`src/rtl/blink_pkg.sv`:
```
// blink_pkg: pattern-generator select codes, sequencer state type and counter width helper.
package blink_pkg;
   localparam logic [2:0] SEL_UP    = 3'b000;
   localparam logic [2:0] SEL_DOWN  = 3'b001;
   localparam logic [2:0] SEL_LEFT  = 3'b010;
   localparam logic [2:0] SEL_RIGHT = 3'b011;
   localparam logic [2:0] SEL_BLANK = 3'b100;
   typedef enum logic [1:0] {RUN, PAUSED, BLANK} state_t;
   function automatic int cnt_w(input int n);
      return n > 1 ? $clog2(n) : 1;
   endfunction
endpackage

```
`src/rtl/btn_debounce.sv`:
```
// btn_debounce: two-flop synchroniser, stability counter and rising-edge press pulse.
module btn_debounce
   import blink_pkg::*;
#(
   parameter int DEBOUNCE_CYCLES = 1250000
) (
   input  logic clk,
   input  logic reset,
   input  logic btn_raw,
   output logic btn_level,
   output logic btn_press
);
   localparam int CW = cnt_w(DEBOUNCE_CYCLES);
   localparam logic [CW-1:0] LAST = CW'(DEBOUNCE_CYCLES - 1);
   logic [1:0] sync;
   logic [CW-1:0] cnt;
   always_ff @(posedge clk) begin
      if (reset) begin
         sync      <= '0;
         cnt       <= '0;
         btn_level <= 1'b0;
         btn_press <= 1'b0;
      end else begin
         sync      <= {sync[0], btn_raw};
         btn_press <= 1'b0;
         // any cycle agreeing with the accepted level restarts the stability count
         if (sync[1] == btn_level) cnt <= '0;
         else if (cnt == LAST) begin
            cnt       <= '0;
            btn_level <= sync[1];
            btn_press <= sync[1];
         end else cnt <= cnt + 1'b1;
      end
   end
endmodule

```
`src/rtl/blink_mode_sequencer.sv`:
```
// blink_mode_sequencer: drives the LED pattern generator's select/pause from buttons
// and a dwell timer, inserting a blank interval before every mode change.
module blink_mode_sequencer
   import blink_pkg::*;
#(
   parameter int DEBOUNCE_CYCLES = 1250000,
   parameter int DWELL_CYCLES    = 250000000,
   parameter int BLANK_CYCLES    = 12500000
) (
   input  logic       clk,
   input  logic       reset,
   input  logic       btn_next,
   input  logic       btn_pause,
   input  logic       auto_en,
   output logic [2:0] select,
   output logic       pause,
   output logic       mode_change,
   output logic [1:0] mode
);
   localparam int DW = cnt_w(DWELL_CYCLES);
   localparam int BW = cnt_w(BLANK_CYCLES);
   localparam logic [DW-1:0] DWELL_LAST = DW'(DWELL_CYCLES - 1);
   localparam logic [BW-1:0] BLANK_LAST = BW'(BLANK_CYCLES - 1);
   state_t state;
   logic [DW-1:0] dwell;
   logic [BW-1:0] blank_cnt;
   logic next_press, pause_press, unused_next_level, unused_pause_level, advance;
   btn_debounce #(.DEBOUNCE_CYCLES(DEBOUNCE_CYCLES)) u_next (
      .clk(clk), .reset(reset), .btn_raw(btn_next),
      .btn_level(unused_next_level), .btn_press(next_press)
   );
   btn_debounce #(.DEBOUNCE_CYCLES(DEBOUNCE_CYCLES)) u_pause (
      .clk(clk), .reset(reset), .btn_raw(btn_pause),
      .btn_level(unused_pause_level), .btn_press(pause_press)
   );
   // presses arriving in BLANK fall through and are lost; next beats pause
   assign advance = state != BLANK &&
                    (next_press || (state == RUN && auto_en && dwell == DWELL_LAST));
   always_ff @(posedge clk) begin
      if (reset) begin
         state       <= RUN;
         mode        <= 2'd0;
         select      <= SEL_UP;
         pause       <= 1'b0;
         mode_change <= 1'b0;
         dwell       <= '0;
         blank_cnt   <= '0;
      end else begin
         mode_change <= advance;
         if (advance) begin
            state     <= BLANK;
            mode      <= mode + 1'b1;
            select    <= SEL_BLANK;
            pause     <= 1'b0;
            dwell     <= '0;
            blank_cnt <= '0;
         end else if (state == BLANK) begin
            blank_cnt <= blank_cnt == BLANK_LAST ? '0 : blank_cnt + 1'b1;
            if (blank_cnt == BLANK_LAST) begin
               state  <= RUN;
               select <= {1'b0, mode};
            end
         end else begin
            if (state == RUN) dwell <= auto_en ? dwell + 1'b1 : '0;
            if (pause_press) begin
               state <= state == RUN ? PAUSED : RUN;
               pause <= state == RUN;
            end
         end
      end
   end
endmodule

```
`config.mk`:
```
export PLATFORM = sky130hd
export DESIGN_NAME = blink_mode_sequencer
export DESIGN_NICKNAME = d
export VERILOG_FILES = /design/src/rtl/blink_pkg.sv /design/src/rtl/btn_debounce.sv /design/src/rtl/blink_mode_sequencer.sv
export SDC_FILE = /design/constraint.sdc
export NUM_CORES = 1
export LEC_CHECK = 0
export CAP_MARGIN = 15
export CORE_MARGIN = 2
export CORE_UTILIZATION = 50
export DETAILED_ROUTE_END_ITERATION = 10
export PLACE_DENSITY = 0.69
export SYNTH_ARGS = -nofsm -noshare
export SYNTH_HDL_FRONTEND = slang
export SYNTH_SLANG_ARGS = --single-unit
export TNS_END_PERCENT = 30
```
`constraint.sdc`:
```
create_clock -name clk -period 1.75 [get_ports clk]
set_clock_uncertainty 0.1 [all_clocks]
set_input_delay 0.2625 -clock clk [delete_from_list [all_inputs] [get_ports clk]]
set_output_delay 0.2625 -clock clk [all_outputs]
set_load 0.05 [all_outputs]
```
==> out/results.tsv, run 1 <==
stage	metric	value	unit
floorplan	Die X-Extent	105	um
sta	Worst Max-Slew Pin Slew	406	ps
critical_path	CP delay by family, top	simple AND/OR/NAND/NOR gates	
logic_synthesis	Yosys warning total	0	
detailed_routing	routed len/inst	15.0	um
run	maxcap violations	0	
sta	Max Freq	0.499	GHz
critical_path	CP Launch Type	flop	
run_status	failing checks	setup timing	
critical_path	reg2reg end	blank_cnt[18]	
logic_synthesis	synth top area cells	dfxtp_1 (44%), nor2_1 (8.4%), xor2_1 (7.2%), xnor2_1 (4.5%), nand3_1 (4.4%)	
pwr	Sw Share	24.3	%
detailed_routing	total number of vias	4810	
critical_path	Worst Path Required	1930	ps
cells_and_area	net count of the finished layout	740	
min_path	HP Class	in2reg	
critical_path	Arr. time, crit path	2190	ps
global_routing	first-pass GRT wire length	20.7	mm
critical_path	r2r startpoint	dwell[16]	
clock_tree	hold buffers post-CTS	0	
pwr	pwr dens	607	nW/um2
placed_design	PortBufs	11	
floorplan	Top-Level Pins	12	
detailed_routing	drt first pass iters	5	
logic_synthesis	synth unique cells	43	
logic_synthesis	Avg Cell Area, Syn	8.40	um2
logic_synthesis	Seq/Total Area, Yosys	43.8	%
run_status	outcome	finished with violations	
floorplan	Die Ht	105	um
global_routing	initial antenna violation count	0	
clock_tree	Skew-Pair Late Insertion Delay	380	ps
global_routing	vias in the first global route	4630	
critical_path	Critical Path End Type	flop	
cells_and_area	share of layout cells above drive strength 1	32.5	%
floorplan	Initial Utilization	51.7	%
sta	Pins Over Slew Limit	0	
sta	PnR worst setup slack	-256	ps
clock_tree	CTS tree	built	
min_path	worst hold stages	2	
pwr	Seq pwr share	60.6	%
logic_synthesis	top-area cell type share of the netlist area	43.8	%
global_routing	largest net degree at the start of global routing	23	
clock_tree	clock buffer depth	2	
logic_synthesis	top cell type by total area after synthesis	dfxtp_1	
critical_path	cells along the critical path	or4_4 -> nor4_4 -> a311o_2 -> buf_12 -> nand2b_4 -> nor2_1	
placed_design	Placement Setup Slack	-524	ps
detailed_routing	number of remaining DRC errors	0	
placed_design	placed cell areas	6130	um2
logic_synthesis	synthesized area	5070	um2
clock_tree	Clock Sinks	111	
sta	Rel. slew slack	73.0	%
logic_synthesis	Most used DFF post-synth	dfxtp_1	
logic_synthesis	top post-synthesis cells by count	nor2_1 (113), dfxtp_1 (111), nand2_1 (47), nand3_1 (45), xor2_1 (42)	
detailed_routing	Vias/cell	5.54	
placed_design	Placer Congestion	0.851	
global_routing	Global Route Usage Sum	22.9	%
pwr	clock network power share	35.1	%
critical_path	crit path max fanout	8	
sta	total negative slack	-12710	ps
clock_tree	CTS Buf Count	9	
logic_synthesis	number of synthesized flops with an enable pin	0	
pwr	net switching power	0.00102	W
sta	final worst-path cycle share	115	%
logic_synthesis	FFs w/ async S/R, synth	0	%
sta	RSZ-0062 raised after global routing	yes	
critical_path	R2R Setup Slk	-260	ps
sta	Hold Vio Cnt, Final	0	
critical_path	CP max stage cell	or4_4	
clock_tree	root buffer cell	clkbuf_8	
floorplan	core area	9820	um2
min_path	Hold Path End	u_pause.sync[0]	
sta	setup violators final	63	
critical_path	Slowest Stage Delay on Critical Path	540	ps
cells_and_area	fill count	783	
floorplan	std cell rows	36	
min_path	Hold Startpoint	btn_pause	
logic_synthesis	Synth Register Bits	111	
logic_synthesis	Post-Syn Nets	613	
pwr	Comb power frac	4.3	%
logic_synthesis	synthesized instance count	604	
sta	Hold WS	319	ps
detailed_routing	routed wire length	13.0	mm
pwr	Final Total Pwr	0.00418	W
clock_tree	H-tree levels	3	
global_routing	Overflow after GRT	0	
sta	crit path time final	2010	ps
critical_path	cells on worst reg2reg path	6	
pwr	Power Internal	0.00317	W
placed_design	post-DP HPWL	8.64	mm
cells_and_area	area grow syn2layout	35.9	%
cells_and_area	Final Cell Area	6900	um2
critical_path	Setup Crit Path Kind	reg2reg	
logic_synthesis	top-count cell post-synth	nor2_1	
pwr	VDD IR max	463	uV
floorplan	die area	11000	um2
clock_tree	Clock transition at path regs	110	ps
cells_and_area	n_diodes	0	
detailed_routing	post-route ant nets	0	
critical_path	Crit path buffers/inverters	1	
pwr	Static Leak	2.59	nW
detailed_routing	DRT iter0 DRCs	301	
==> power by group through the flow <==
stage	sequential [W]	combinational, W	clock (W)
after floorplan	0.00260	0.0000768	0
after global placement	0.00259	0.000121	0
after detailed placement	0.00259	0.000125	0
after CTS	0.00254	0.000138	0.00151
after global routing	0.00254	0.000192	0.00160
final	0.00254	0.000180	0.00147
==> how the worst max path moves through the flow <==
stage                         start  cells after the start            end
after detailed placement    auto_en                      6      dwell[24]
after global routing      dwell[16]                      6  blank_cnt[17]
final                     dwell[16]                      6  blank_cnt[18]
after global placement      auto_en                      6       dwell[5]
after CTS                 dwell[14]                      6        mode[1]
after floorplan           dwell[16]                      6  blank_cnt[12]
==> routing by layer <==
metal	global-route usage [%]	up-vias	part of all wire, %
met5	0	-	0
met4	8.10	0	2.1
met3	4.12	29	4.2
met2	41.1	121	52
met1	27.4	2309	42
li1	-	2351	-
==> state kept, by name, summed over array words and instances, names as in the netlist <==
signal and count:
pause 1, blank_cnt 24, u_next.btn_press 1, u_pause.sync 2, select 3, u_next.btn_level 1
u_pause.btn_press 1, u_pause.btn_level 1, dwell 28, mode_change 1, mode 2, u_next.cnt 21
u_pause.cnt 21, state 2, u_next.sync 2
==> cell type report <==
type / instances / area (um2) / area share, %
clock buffers: 9 / 124 / 1.80
inverters: 13 / 48.8 / 0.708
multi-input cells: 460 / 3100 / 44.9
clock inverters: 7 / 58.8 / 0.853
well taps: 133 / 166 / 2.41
flip-flops and latches: 111 / 2240 / 32.4
repair buffers: 136 / 1160 / 16.9
==> cells in the final DEF (no fill, tap or decap), types with 4 or more instances in the layout <==
cell             synthesis  final
a21oi_1                 28     17
a21oi_2                  0     11
and3_1                  14     12
and4_1                   5      5
buf_12                   0      4
buf_4                    4    119
buf_6                    2      4
clkbuf_8                 0      9
clkdlybuf4s50_1          0      4
dfxtp_1                111    100
dfxtp_2                  0     11
inv_1                   13     13
nand2_1                 47     45
nand3_1                 45     41
nand4_1                 30     30
nor2_1                 113     97
nor2_2                   0     13
nor2b_1                  5      4
nor3_1                  16     14
nor4_2                   0      5
nor4_4                   3      6
o21ai_0                 14     11
or3_1                    8      5
xnor2_1                 26     24
xor2_1                  42     42
==> cell families after synthesis <==
logic type / Yosys count / share of synthesized area (%)
simple gates: 328 / 33.3
xor+xnor: 68 / 11.7
fa+ha+maj: 4 / 0.986
flops: 111 / 43.8
mux: 5 / 1.01
compound gates: 54 / 5.99
buf+inv: 34 / 3.23
==> repair_timing <==
action	in CTS	in global routing
gates resized for setup	31	73
buffers inserted	4	4
endpoints found under the setup margin	105	106
pin swaps	18	17
cloned	1	3
==> metrics by stage <==
step | utilization, % | std cells
after floorplan | - | 604
after global placement | 62.4 | 842
after detailed placement | 62.4 | 842
after CTS | 66.0 | 863
after global routing | 70.2 | 869
final | 70.2 | 869
(Power assumes the default switching activity.)
==> run 2, diff against run 1 <==
Settings changed: PLACE_DENSITY 0.69 to 0.68, SKIP_CTS_REPAIR_TIMING set to 1.
==> run 2 against run 1 <==
  * The run still ends with setup timing left
  * Critical path depth unchanged
  * Clock power increased by 12%
  * Highest routed layer unchanged
  * Global-route usage decreased by 1.3 points
  * Largest power group unchanged
  * Combinational power decreased by 26%
  * Critical path type unchanged
  * Clock-buffer cell count unchanged
==> out/results.tsv, run 2 (synthesized netlist as in run 1, its figures left out) <==
stage	metric	value	unit	change
sta	Worst Max-Slew Pin Slew	400	ps	-5.97 ps
detailed_routing	number of remaining DRC errors	0		unchanged
sta	RSZ-0062 raised after global routing	yes		
cells_and_area	fill count	794		+1.4%
placed_design	Placer Congestion	0.903		+6.0%
floorplan	std cell rows	36		unchanged
detailed_routing	total number of vias	4647		-3.4%
detailed_routing	DRT iter0 DRCs	283		-6.0%
global_routing	Global Route Usage Sum	21.6	%	-1.3 points
cells_and_area	n_diodes	0		unchanged
detailed_routing	routed wire length	11.5	mm	-12%
floorplan	Top-Level Pins	12		unchanged
min_path	HP Class	in2reg		
floorplan	Die X-Extent	105	um	unchanged
cells_and_area	Seq. cell area	2230	um2	-0.11%
cells_and_area	area of the multi-input gates	2890	um2	-6.9%
run_status	failing checks	setup timing		
detailed_routing	post-route ant nets	0		unchanged
sta	setup violators final	83		+32%
pwr	pwr dens	649	nW/um2	+7.0%
global_routing	first-pass GRT wire length	19.7	mm	-4.8%
clock_tree	CTS Buf Count	9		unchanged
cells_and_area	Largest regs	dwell (28), blank_cnt (24)		
sta	total negative slack	-10860	ps	+1850 ps
min_path	Hold Path End	u_next.sync[0]		
cells_and_area	Final Core Density	67.6	%	-2.6 points
cells_and_area	most frequent cells in the layout	buf_4 (125), nor2_1 (109), dfxtp_1 (102)		
sta	Max Freq	0.508	GHz	+2.0%
cells_and_area	max reg flops	28		unchanged
global_routing	initial antenna violation count	0		unchanged
cells_and_area	Final Non-Filler Cells	869		unchanged
cells_and_area	share of layout cells above drive strength 1	27.2	%	-5.3 points
clock_tree	H-tree levels	3		unchanged
min_path	worst hold stages	2		unchanged
clock_tree	Clock Sinks	111		unchanged
global_routing	vias in the first global route	4420		-4.5%
clock_tree	CTS tree	built		
min_path	Hold Startpoint	btn_next		
pwr	Static Leak	2.51	nW	-3.0%
floorplan	Initial Utilization	51.7	%	unchanged
sta	final worst-path cycle share	112	%	-2.2 points
clock_tree	Skew-Pair Late Insertion Delay	400	ps	+20 ps
clock_tree	Clock transition at path regs	110	ps	about the same
floorplan	die area	11000	um2	unchanged
detailed_routing	routed len/inst	13.2	um	-12%
critical_path	CP Launch Type	flop		
critical_path	crit path max fanout	3		-5
cells_and_area	most common cell after layout, fill and taps aside	buf_4		
sta	PnR worst setup slack	-217	ps	+38.6 ps
critical_path	cells on worst reg2reg path	6		unchanged
cells_and_area	area grow syn2layout	30.8	%	
global_routing	largest net degree at the start of global routing	22		-4.3%
clock_tree	clock buffer depth	2		unchanged
clock_tree	root buffer cell	clkbuf_8		
placed_design	post-DP HPWL	8.22	mm	-4.8%
critical_path	Worst Path Required	1990	ps	+60 ps
critical_path	reg2reg end	mode[1]		
floorplan	Die Ht	105	um	unchanged
global_routing	Overflow after GRT	0		unchanged
cells_and_area	Largest Register	dwell		
placed_design	PortBufs	11		unchanged
sta	Rel. slew slack	73.4	%	+0.40 points
run	maxcap violations	0		unchanged
run_status	outcome	finished with violations		
sta	crit path time final	1970	ps	-38.6 ps
placed_design	Placed Cells	843		+0.12%
critical_path	Arr. time, crit path	2200	ps	about the same
cells_and_area	net count of the finished layout	740		unchanged
critical_path	Critical Path End Type	flop		
detailed_routing	drt first pass iters	7		+2
sta	Hold Vio Cnt, Final	0		unchanged
sta	Pins Over Slew Limit	0		unchanged
floorplan	core area	9820	um2	unchanged
critical_path	Setup Crit Path Kind	reg2reg		
pwr	VDD IR max	711	uV	+53%
critical_path	r2r startpoint	dwell[8]		
detailed_routing	Vias/cell	5.35		-3.4%
critical_path	R2R Setup Slk	-220	ps	+40 ps
run 2: changes by cell type in the layout (fill, tap and decap cells not counted), sizes merged:
cell	delta
clkinv	+1
buf	+4
nand2b	-1
clkbuf	-3
bufinv	+1
inv	-2
run 2: cell type report:
cell class                      count  area share (%)
Inverter                           13           0.735
Clock inverter                      7            1.34
Timing Repair Buffer              137            16.5
Sequential cell                   111            33.6
Multi-Input combinational cell    459            43.5
Tap cell                          133            2.51
Clock buffer                        9            1.87
run 2: worst max-delay path, stage by stage (launching register included):
cell	delay, ps
dfxtp_2	360
or4_4	520
nor4_4	250
buf_4	170
a31oi_4	80
or3_1	310
a21oi_1	130
run 2: metal layers:
layer	global-route usage [%]	routed length, um	up-vias
met5	0	0	-
met4	5.71	134	0
met3	5.24	515	18
met2	37.4	5720	90
met1	26.9	5120	2193
li1	-	-	2346
run 2: worst max-delay path by stage:
stage | startpoint | end | slack (ps) | cells past startpoint
2_1_floorplan | dwell[16] | blank_cnt[12] | -160 | 6
3_3_place_gp | auto_en | mode[1] | -470 | 7
3_5_place_dp | auto_en | dwell[21] | -500 | 5
4_1_cts | dwell[8] | dwell[26] | -300 | 6
5_1_grt | dwell[0] | dwell[27] | -310 | 7
6_report | dwell[8] | mode[1] | -220 | 6
run 2: metrics by stage:
| step | hold WS [ps] | cell area [um2] | total power, W | setup WS, ps |
|---|---|---|---|---|
| 2_1_floorplan | 234 | 5130 | 0.00267 | -164 |
| 3_3_place_gp | 318 | 6150 | 0.00272 | -474 |
| 3_5_place_dp | 329 | 6150 | 0.00272 | -504 |
| 4_1_cts | 297 | 6360 | 0.00435 | -299 |
| 5_1_grt | 298 | 6640 | 0.00448 | -306 |
| 6_report | 310 | 6640 | 0.00431 | -217 |
run 2: report_power, final:
group	internal [W]	leakage [nW]	total [W]	switching [W]
logic	0.0000614	1.50	0.000133	0.0000719
registers	0.00253	0.899	0.00254	0.00000487
clock network	0.000694	0.109	0.00164	0.000944
total	0.00329	2.51	0.00431	0.00102
